**config.mk**
```make
export PLATFORM = sky130hd
export DESIGN_NAME = dm_selfcheck_engine
export DESIGN_NICKNAME = d
export VERILOG_FILES = /design/src/rtl/dm_selfcheck_engine.sv
export SDC_FILE = /design/constraint.sdc
export NUM_CORES = 1
export LEC_CHECK = 0
export ABC_AREA = 1
export ABC_CLOCK_PERIOD_IN_PS = 1600
export BUFFER_PORTS_ARGS = -buffer_cell sky130_fd_sc_hd__buf_2
export CORE_AREA = 2 2 90 92
export DETAILED_ROUTE_END_ITERATION = 8
export DIE_AREA = 0 0 92 94
export GPL_TIMING_DRIVEN = 1
export PLACE_DENSITY = 0.74
export SETUP_SLACK_MARGIN = 0.5
export SLEW_MARGIN = 25
export SYNTH_ARGS = -nofsm -noshare
export SYNTH_HDL_FRONTEND = slang
export SYNTH_SLANG_ARGS = --single-unit
```
**constraint.sdc**
```tcl
create_clock -name clk -period 1.6 [get_ports clk]
set_input_delay 0.48 -clock clk [delete_from_list [all_inputs] [get_ports clk]]
set_output_delay 0.48 -clock clk [all_outputs]
set_load 0.03 [all_outputs]
```
**src/rtl/dm_selfcheck_engine.sv**
```systemverilog
// dm_selfcheck_engine
//   Self-checking harness for data-memory bring-up: preloads memory from a
//   vector stream, pulses the processor reset, waits (bounded) for done, then
//   streams expected values and compares them against memory contents.
// Ports
//   clk, reset (async, active low), start (pulse)
//   vec_valid/vec_ready/vec_addr/vec_data/vec_last : vector stream in
//   mem_we/mem_re/mem_addr/mem_wdata/mem_rdata      : data-memory debug port
//   dut_reset (active high), dut_done               : processor control
//   busy, finished, pass, timeout, err_count, first_err_addr : results
module dm_selfcheck_engine #(
  parameter int AW         = 8,
  parameter int DW         = 8,
  parameter int CNTW       = 8,
  parameter int RST_CYCLES = 2,
  parameter int TIMEOUT    = 4096
) (
  input  logic            clk,
  input  logic            reset,
  input  logic            start,
  input  logic            vec_valid,
  output logic            vec_ready,
  input  logic [AW-1:0]   vec_addr,
  input  logic [DW-1:0]   vec_data,
  input  logic            vec_last,
  output logic            mem_we,
  output logic            mem_re,
  output logic [AW-1:0]   mem_addr,
  output logic [DW-1:0]   mem_wdata,
  input  logic [DW-1:0]   mem_rdata,
  output logic            dut_reset,
  input  logic            dut_done,
  output logic            busy,
  output logic            finished,
  output logic            pass,
  output logic            timeout,
  output logic [CNTW-1:0] err_count,
  output logic [AW-1:0]   first_err_addr
);

  // Shared phase counter: RESET_DUT length, WAIT_DONE timeout, DRAIN length.
  localparam int CW = $clog2(TIMEOUT + RST_CYCLES + 2);

  typedef enum logic [2:0] {
    S_IDLE, S_LOAD, S_RST, S_WAIT, S_CHECK, S_DRAIN, S_REPORT
  } state_t;

  state_t          state_q, state_d;
  logic [CW-1:0]   cnt_q, cnt_d;
  logic            mem_we_q, mem_we_d, mem_re_q, mem_re_d;
  logic [AW-1:0]   mem_addr_q, mem_addr_d;
  logic [DW-1:0]   mem_wdata_q, mem_wdata_d;
  // Expected value travels alongside the read: exp1 with mem_re, exp2 with rdata.
  logic [DW-1:0]   exp1_q, exp1_d, exp2_q, exp2_d;
  logic            cmp_vld_q, cmp_vld_d;
  logic [AW-1:0]   cmp_addr_q, cmp_addr_d;
  logic [CNTW-1:0] err_q, err_d;
  logic [AW-1:0]   ferr_q, ferr_d;
  logic            timeout_q, timeout_d;
  logic            dut_reset_q, dut_reset_d;
  logic            busy_q, busy_d, finished_q, finished_d, pass_q, pass_d;
  logic            hs;

  assign vec_ready = (state_q == S_LOAD) || (state_q == S_CHECK);
  assign hs        = vec_valid && vec_ready;

  always_comb begin
    state_d     = state_q;
    cnt_d       = cnt_q;
    mem_we_d    = 1'b0;
    mem_re_d    = 1'b0;
    mem_addr_d  = mem_addr_q;
    mem_wdata_d = mem_wdata_q;
    exp1_d      = exp1_q;
    exp2_d      = exp1_q;
    cmp_vld_d   = mem_re_q;
    cmp_addr_d  = mem_addr_q;
    err_d       = err_q;
    ferr_d      = ferr_q;
    timeout_d   = timeout_q;

    // Compare stage: rdata is valid the cycle after mem_re.
    if (cmp_vld_q && (mem_rdata != exp2_q)) begin
      if (err_q != '1) err_d = err_q + 1'b1;
      if (err_q == '0) ferr_d = cmp_addr_q;
    end

    case (state_q)
      S_IDLE, S_REPORT: begin
        if (start) begin
          state_d   = S_LOAD;
          err_d     = '0;
          ferr_d    = '0;
          timeout_d = 1'b0;
        end
      end
      S_LOAD: begin
        if (hs) begin
          mem_we_d    = 1'b1;
          mem_addr_d  = vec_addr;
          mem_wdata_d = vec_data;
          if (vec_last) begin
            state_d = S_RST;
            cnt_d   = '0;
          end
        end
      end
      S_RST: begin
        if (cnt_q == CW'(RST_CYCLES - 1)) begin
          state_d = S_WAIT;
          cnt_d   = '0;
        end else begin
          cnt_d = cnt_q + 1'b1;
        end
      end
      S_WAIT: begin
        // done ignored on the first cycle to mask a stale flag; done beats timeout
        if ((cnt_q != '0) && dut_done) begin
          state_d = S_CHECK;
        end else if (cnt_q == CW'(TIMEOUT - 1)) begin
          state_d   = S_REPORT;
          timeout_d = 1'b1;
        end else begin
          cnt_d = cnt_q + 1'b1;
        end
      end
      S_CHECK: begin
        if (hs) begin
          mem_re_d   = 1'b1;
          mem_addr_d = vec_addr;
          exp1_d     = vec_data;
          if (vec_last) begin
            state_d = S_DRAIN;
            cnt_d   = '0;
          end
        end
      end
      S_DRAIN: begin
        // two cycles covers the read and compare stages of the last vector
        if (cnt_q == CW'(1)) state_d = S_REPORT;
        else                 cnt_d   = cnt_q + 1'b1;
      end
      default: state_d = S_IDLE;
    endcase

    busy_d      = !((state_d == S_IDLE) || (state_d == S_REPORT));
    finished_d  = (state_d == S_REPORT);
    dut_reset_d = (state_d == S_IDLE) || (state_d == S_RST);
    pass_d      = finished_d && (err_d == '0) && !timeout_d;
  end

  always_ff @(posedge clk or negedge reset) begin
    if (!reset) begin
      state_q     <= S_IDLE;
      cnt_q       <= '0;
      mem_we_q    <= 1'b0;
      mem_re_q    <= 1'b0;
      mem_addr_q  <= '0;
      mem_wdata_q <= '0;
      exp1_q      <= '0;
      exp2_q      <= '0;
      cmp_vld_q   <= 1'b0;
      cmp_addr_q  <= '0;
      err_q       <= '0;
      ferr_q      <= '0;
      timeout_q   <= 1'b0;
      dut_reset_q <= 1'b1;
      busy_q      <= 1'b0;
      finished_q  <= 1'b0;
      pass_q      <= 1'b0;
    end else begin
      state_q     <= state_d;
      cnt_q       <= cnt_d;
      mem_we_q    <= mem_we_d;
      mem_re_q    <= mem_re_d;
      mem_addr_q  <= mem_addr_d;
      mem_wdata_q <= mem_wdata_d;
      exp1_q      <= exp1_d;
      exp2_q      <= exp2_d;
      cmp_vld_q   <= cmp_vld_d;
      cmp_addr_q  <= cmp_addr_d;
      err_q       <= err_d;
      ferr_q      <= ferr_d;
      timeout_q   <= timeout_d;
      dut_reset_q <= dut_reset_d;
      busy_q      <= busy_d;
      finished_q  <= finished_d;
      pass_q      <= pass_d;
    end
  end

  assign mem_we         = mem_we_q;
  assign mem_re         = mem_re_q;
  assign mem_addr       = mem_addr_q;
  assign mem_wdata      = mem_wdata_q;
  assign dut_reset      = dut_reset_q;
  assign busy           = busy_q;
  assign finished       = finished_q;
  assign pass           = pass_q;
  assign timeout        = timeout_q;
  assign err_count      = err_q;
  assign first_err_addr = ferr_q;

endmodule

```
==> out/metrics.cfg, run 1 <==
[detailed_routing]
drtIter0Drc=183
drc_errors=0
ant_nets=0
vias_per_cell=5.35
vias=3900
wirelength_microns=13900
avgRoutedWirePerCell_microns=19.0
firstDrtPassIters=4

[floorplanning]
start_util_pct=49.5
row_count=32
design.die.area_sq_um=8650
core_sq_um=7610
die_y_microns=94
die_x_microns=92
io-pin-count=70

[layout]
regArea_sq_um=2020
n_antenna_cell=0
final_cell_mix=buf_4, dfrtp_1, buf_6
layout_commonest_cell=buf_4
syn_to_final_growth_pct=69.7
fin_cells=729
final_nets=658
layout-drive-gt1-share_pct=58.1
multi_input_area_sq_um=2060
num-fill-cells=346

[global_route]
grt-ovfl-total=0
use_met1_pct=31.0
grt_pass1_wl_microns=18800
top_usage_layer=met2
grt_usage_pct=28.3
antenna_found_initial=0
use_met3_pct=5.30
grt_util_met2_pct=52.6
grt_max_degree=81
grt_pass1_vias=3829

[sta]
finClkSkew_ns=0.0200
post-route-period-util_pct=120
timing.hold.ws_ns=0.120
rsz0062_at_grt=true
drv_slew=0
tightest_slew_ns=0.511
period_minus_slack_ns=1.92
setup_viol=32
worst_slack_ns=-0.324
tns_ns=-4.41
hold_viol=0
max-slew-margin-rel_pct=65.9
max_freq_mhz=520

[placed_design]
hpwl_microns=6540
io_buffers=69
post-place-ws_ns=-0.202
gp_congestion=0.885
dp.cells=655

[outcome]
violations=setup timing
outcome=finished with violations

[power]
powerDensity_nw_per_um2=1800
p_leak_uw=0.00320
vdd_drop_max_v=0.00106

[critical_path]
crit_fanout=3
cp.required_ns=1.88
r2r_setup_slack_ns=-0.32
critical_path.endpoint_type=flop
arrival_ns=2.20
reg2reg_depth=14
timing.rr.end=pass
crit_type=reg -> reg
startpoint=cnt_q[1]
endpoint=pass
r2r_start=cnt_q[1]
start_kind=flop

[clock_network]
clk_path_buf_depth=2
numCtsBuffers=9
cts_sinks=80
path_clk_slew_ns=0.10
insertion_delay_ns=0.38
ctsHtreeMaxLevel=3
cts_root_buf=clkbuf_8
cts_tree=done
cts_hold_buf=0

[logic_synthesis]
syn-num-nets=467
ys.warnings.count=0
ys_seq_area_share_pct=53.2
synth_cells=432
yosysUniqueCellTypes=35
syn_area_sq_um=3770
ys_ff_latch=80
avgSynthCellArea_sq_um=8.72

[worst_hold_path]
hp-class=in -> async

[flow_run]
drv_cap=0

## sequential cells by signal, indices dropped and copies added, names as in the netlist
register and count:
mem_addr 8, dut_reset 1, mem_wdata 8, busy 1
err_count 8, mem_we 1, pass 1, exp2_q 8
state_q 3, timeout 1, finished 1, mem_re 1
cmp_addr_q 8, exp1_q 8, cnt_q 13, cmp_vld_q 1
first_err_addr 8
## worst max-delay path, cell delays in order (launching register included)
cell and delay (ns):
dfrtp_1 0.42, inv_2 0.11, ha_4 0.13, nand2_2 0.05, nor2_2 0.09, nand2_1 0.09, nand2_2 0.12, buf_4 0.13
buf_6 0.09, nand2_4 0.04, nand3_2 0.09, nand3_2 0.11, nor2_2 0.12, nand3_1 0.10, nor2_1 0.15
## routing by layer
metal / wire (microns) / up-vias
li1: - / 1743
met1: 5170 / 1927
met2: 7420 / 164
met3: 598 / 66
met4: 674 / 0
met5: 0 / -
## area by class of cell
type,count,share of cell area [%]
tap,102,2.00
multi-input combinational,275,32.2
sequential,80,31.5
timing repair inverter,1,0.137
timing repair buffer,187,26.1
inverter,69,4.32
clock inverter,6,1.82
clock buffer,9,1.94
## through the flow
step,area (sq um),total power (uW),utilization (%)
after CTS,6050,10300,79.5
after detailed placement,4770,6790,62.8
final,6400,11500,84.1
after floorplan,3900,5560,-
after global placement,4770,6680,62.8
after global routing,6400,12000,84.1
## worst min path at each step
stage | to | slack, ns | cells after the start
final | err_count[7] | 0.12 | 2
after global routing | mem_addr[4] | 0.15 | 2
after CTS | cnt_q[2] | 0.16 | 2
after detailed placement | exp2_q[1] | 0.36 | 0
after global placement | cmp_vld_q | 0.36 | 0
after floorplan | busy | 0.18 | 0
## kinds of logic (layout without fill, tap and decap cells)
| family | count (synthesis) | after routing | synth area share, % |
|---|---|---|---|
| simple gates | 194 | 194 | 23.7 |
| flops | 80 | 80 | 53.2 |
| buf+inv | 77 | 272 | 8.37 |
| compound gates | 57 | 57 | 8.20 |
| xor+xnor | 11 | 11 | 2.56 |
| mux | 8 | 8 | 2.39 |
| fa+ha+maj | 5 | 5 | 1.66 |
## Yosys cell counts, drive strengths merged
cell type / n / share of area (%)
a211oi: 1 / 0.20
a21oi: 15 / 2.1
a31oi: 1 / 0.17
buf: 4 / 1.0
clkbuf: 4 / 0.40
dfrtp: 79 / 52
dfstp: 1 / 0.70
ha: 5 / 1.7
inv: 69 / 6.9
mux2: 8 / 2.4
nand2: 100 / 11
nand3: 31 / 4.4
nand4: 5 / 1.0
nor2: 51 / 5.9
nor3: 6 / 1.1
nor4: 1 / 0.17
o2111ai: 1 / 0.23
o211ai: 3 / 0.73
o21ai: 36 / 4.8
xnor2: 6 / 1.4
xor2: 5 / 1.2
## repair_timing
action | CTS | global route
pin swaps | 48 | 32
setup buffers | 38 | 19
endpoints found under the setup margin | 101 | 102
hold endpoints to repair | 0 | 0
gates cloned | 2 | 0
gates resized for setup | 205 | 58
## report_power, final
group / switching, uW / internal (uW)
clock network: 829 / 1040
logic: 3300 / 2920
registers: 661 / 2740
No activity file was read; power rests on OpenSTA's default activity.
==> inputs of run 2 (changes only) <==
- PLACE_DENSITY: 0.74 -> 0.75
==> run 2 against run 1 <==
Compared with the run above:
- the flow still finishes with violations (setup timing)
- worst setup slack worse by 0.014 ns
- combinational power rose by 5.9%
- clock-buffer cell count stayed put
- non-clock buffer count shrank 3
- utilization rose by 2.0 points
- clock skew fell by 0.0052 ns
- hold slack got worse by 0.029 ns
- critical endpoint is now cnt_q[4]
==> out/metrics.cfg, run 2 (synthesized netlist as in run 1, its figures left out) <==
[outcome]
outcome=finished with violations  ; unchanged
violations=setup timing  ; unchanged

[critical_path]
critical_path.endpoint_type=flop  ; unchanged
r2r_start=cnt_q[1]  ; unchanged
r2r_setup_slack_ns=-0.34  ; was -0.32 ns
timing.rr.end=cnt_q[4]  ; was pass
crit_chain=inv_2 -> ha_4 -> nand2_2 -> nor2_1 -> nand2_1 -> nand2_2 -> nand2_4 -> nand2_4 -> nand3_4 -> buf_6 -> nor2_4 -> xnor2_2 -> nor2_1  ; was inv_2 -> ha_4 -> nand2_2 -> nor2_2 -> nand2_1 -> nand2_2 -> buf_4 -> buf_6 -> nand2_4 -> nand3_2 -> nand3_2 -> nor2_2 -> nand3_1 -> nor2_1
cp.required_ns=1.86  ; was 1.88 ns
critical-path-max-stage-delay_ns=0.43  ; was 0.42 ns
crit_fanout=7  ; was 3
start_kind=flop  ; unchanged
cp_slowest_cell=dfrtp_1  ; unchanged
reg2reg_depth=13  ; was 14
arrival_ns=2.19  ; was 2.20 ns
crit_type=reg -> reg  ; unchanged

[placed_design]
gp_congestion=0.879  ; was 0.885
place_area_sq_um=4780  ; was 4770 sq um
hpwl_microns=6730  ; was 6540 microns
io_buffers=69  ; unchanged

[detailed_routing]
drc_errors=0  ; unchanged
ant_nets=0  ; unchanged
drtIter0Drc=193  ; was 183
firstDrtPassIters=4  ; unchanged
vias_per_cell=5.41  ; was 5.35
vias=3936  ; was 3900
wirelength_microns=14100  ; was 13900 microns
avgRoutedWirePerCell_microns=19.4  ; was 19.0 microns

[global_route]
grt-ovfl-total=0  ; unchanged
grt_pass1_vias=3978  ; was 3829
grt_max_degree=28  ; was 81
antenna_found_initial=0  ; unchanged
grt_pass1_wl_microns=19500  ; was 18800 microns
grt_usage_pct=29.2  ; was 28.3%

[floorplanning]
row_count=32  ; unchanged
design.die.area_sq_um=8650  ; unchanged
start_util_pct=49.5  ; unchanged
io-pin-count=70  ; unchanged
die_y_microns=94  ; unchanged
core_sq_um=7610  ; unchanged
die_x_microns=92  ; unchanged

[clock_network]
ctsHtreeMaxLevel=3  ; unchanged
path_clk_slew_ns=0.09  ; was 0.10 ns
clk_path_buf_depth=2  ; unchanged
insertion_delay_ns=0.36  ; was 0.38 ns
cts_sinks=80  ; unchanged
numCtsBuffers=9  ; unchanged
cts_tree=done  ; unchanged
cts_root_buf=clkbuf_8  ; unchanged

[layout]
largest-register=cnt_q  ; unchanged
final_nets=656  ; was 658
largest_reg_flops=13  ; unchanged
n_antenna_cell=0  ; unchanged
layout_commonest_cell=buf_6  ; was buf_4
final_design_area_no_fill_sq_um=6550  ; was 6400 sq um
final_cell_mix=buf_6, dfrtp_1, buf_4  ; was buf_4, dfrtp_1, buf_6
syn_to_final_growth_pct=73.7  ; was 69.7%
layout-drive-gt1-share_pct=59.3  ; was 58.1%

[sta]
post-route-period-util_pct=121  ; was 120%
timing.hold.ws_ns=0.0910  ; was 0.120 ns
tightest_slew_ns=0.556  ; was 0.511 ns
setup_viol=47  ; was 32
finClkSkew_ns=0.0147  ; was 0.0200 ns
tns_ns=-9.85  ; was -4.41 ns
hold_viol=0  ; unchanged
period_minus_slack_ns=1.94  ; was 1.92 ns
drv_slew=0  ; unchanged
rsz0062_at_grt=true  ; unchanged
max-slew-margin-rel_pct=62.9  ; was 65.9%
max_freq_mhz=516  ; was 520 MHz
worst_slack_ns=-0.338  ; was -0.324 ns

[flow_run]
drv_cap=0  ; unchanged

[power]
powerDensity_nw_per_um2=1780  ; was 1800 nW/um^2
p_leak_uw=0.00327  ; was 0.00320 uW
vdd_drop_max_v=0.00101  ; was 0.00106 V

[worst_hold_path]
hp-class=in -> async  ; unchanged

[run 2: worst max-delay path by stage]
stage	start	end	slack, ns	depth (start not counted)
CTS	state_q[1]	vec_ready	-0.22	5
global placement	mem_rdata[0]	pass	-0.15	13
detailed placement	mem_rdata[0]	pass	-0.21	13
global route	cnt_q[7]	cnt_q[4]	-0.42	12
finish	cnt_q[1]	cnt_q[4]	-0.34	13
floorplan	cnt_q[0]	cnt_q[6]	-0.03	14
[run 2: final cells by class]
class	count	area (sq um)
multi-input combinational	275	2160
clock buffer	9	124
timing repair inverter	2	11.3
fill	342	1060
clock inverter	7	86.3
sequential	80	2020
tap	102	128
timing repair buffer	184	1730
inverter	69	292
[run 2: stage by stage]
| stage | instances | utilization, % | total power, uW | setup slack (ns) |
|---|---|---|---|---|
| 5_1_grt | 728 | 86.1 | 12100 | -0.418 |
| 3_3_place_gp | 654 | 62.8 | 6680 | -0.147 |
| 6_report | 728 | 86.1 | 11700 | -0.338 |
| 3_5_place_dp | 654 | 62.8 | 6810 | -0.207 |
| 4_1_cts | 713 | 80.0 | 10300 | -0.220 |
| 2_1_floorplan | 432 | - | 5560 | -0.0282 |
[run 2: what timing repair did]
item | CTS | global route
hold endpoints to repair | 6 | 0
setup buffers | 39 | 15
resized for setup | 202 | 94
gates cloned | 3 | 0
setup endpoints to repair | 102 | 103
pin swaps | 42 | 31
hold buffers | 1 | 0
[run 2: per-layer routing]
metal	share of wire (%)	vias to the layer above	GRT usage, %
met2	53	187	54.0
li1	-	1743	-
met1	36	1939	33.1
met4	5.1	0	12.2
met5	0	-	0
met3	5.2	67	5.62
[run 2: worst max-delay path: cells and delay by family, from the launching register on]
kind / cells / cell delay [ns]
flip-flops: 1 / 0.43
XOR/XNOR: 1 / 0.12
AND/OR/NAND/NOR: 9 / 0.85
buffers and inverters: 2 / 0.30
adder cells (fa/ha/maj): 1 / 0.14
[run 2: report_power, final]
group          switching, uW  leakage (uW)  internal, uW
sequential               698       0.00101          2740
combinational           3440       0.00215          3150
clock                    878      0.000104           757
total                   5020       0.00327          6650
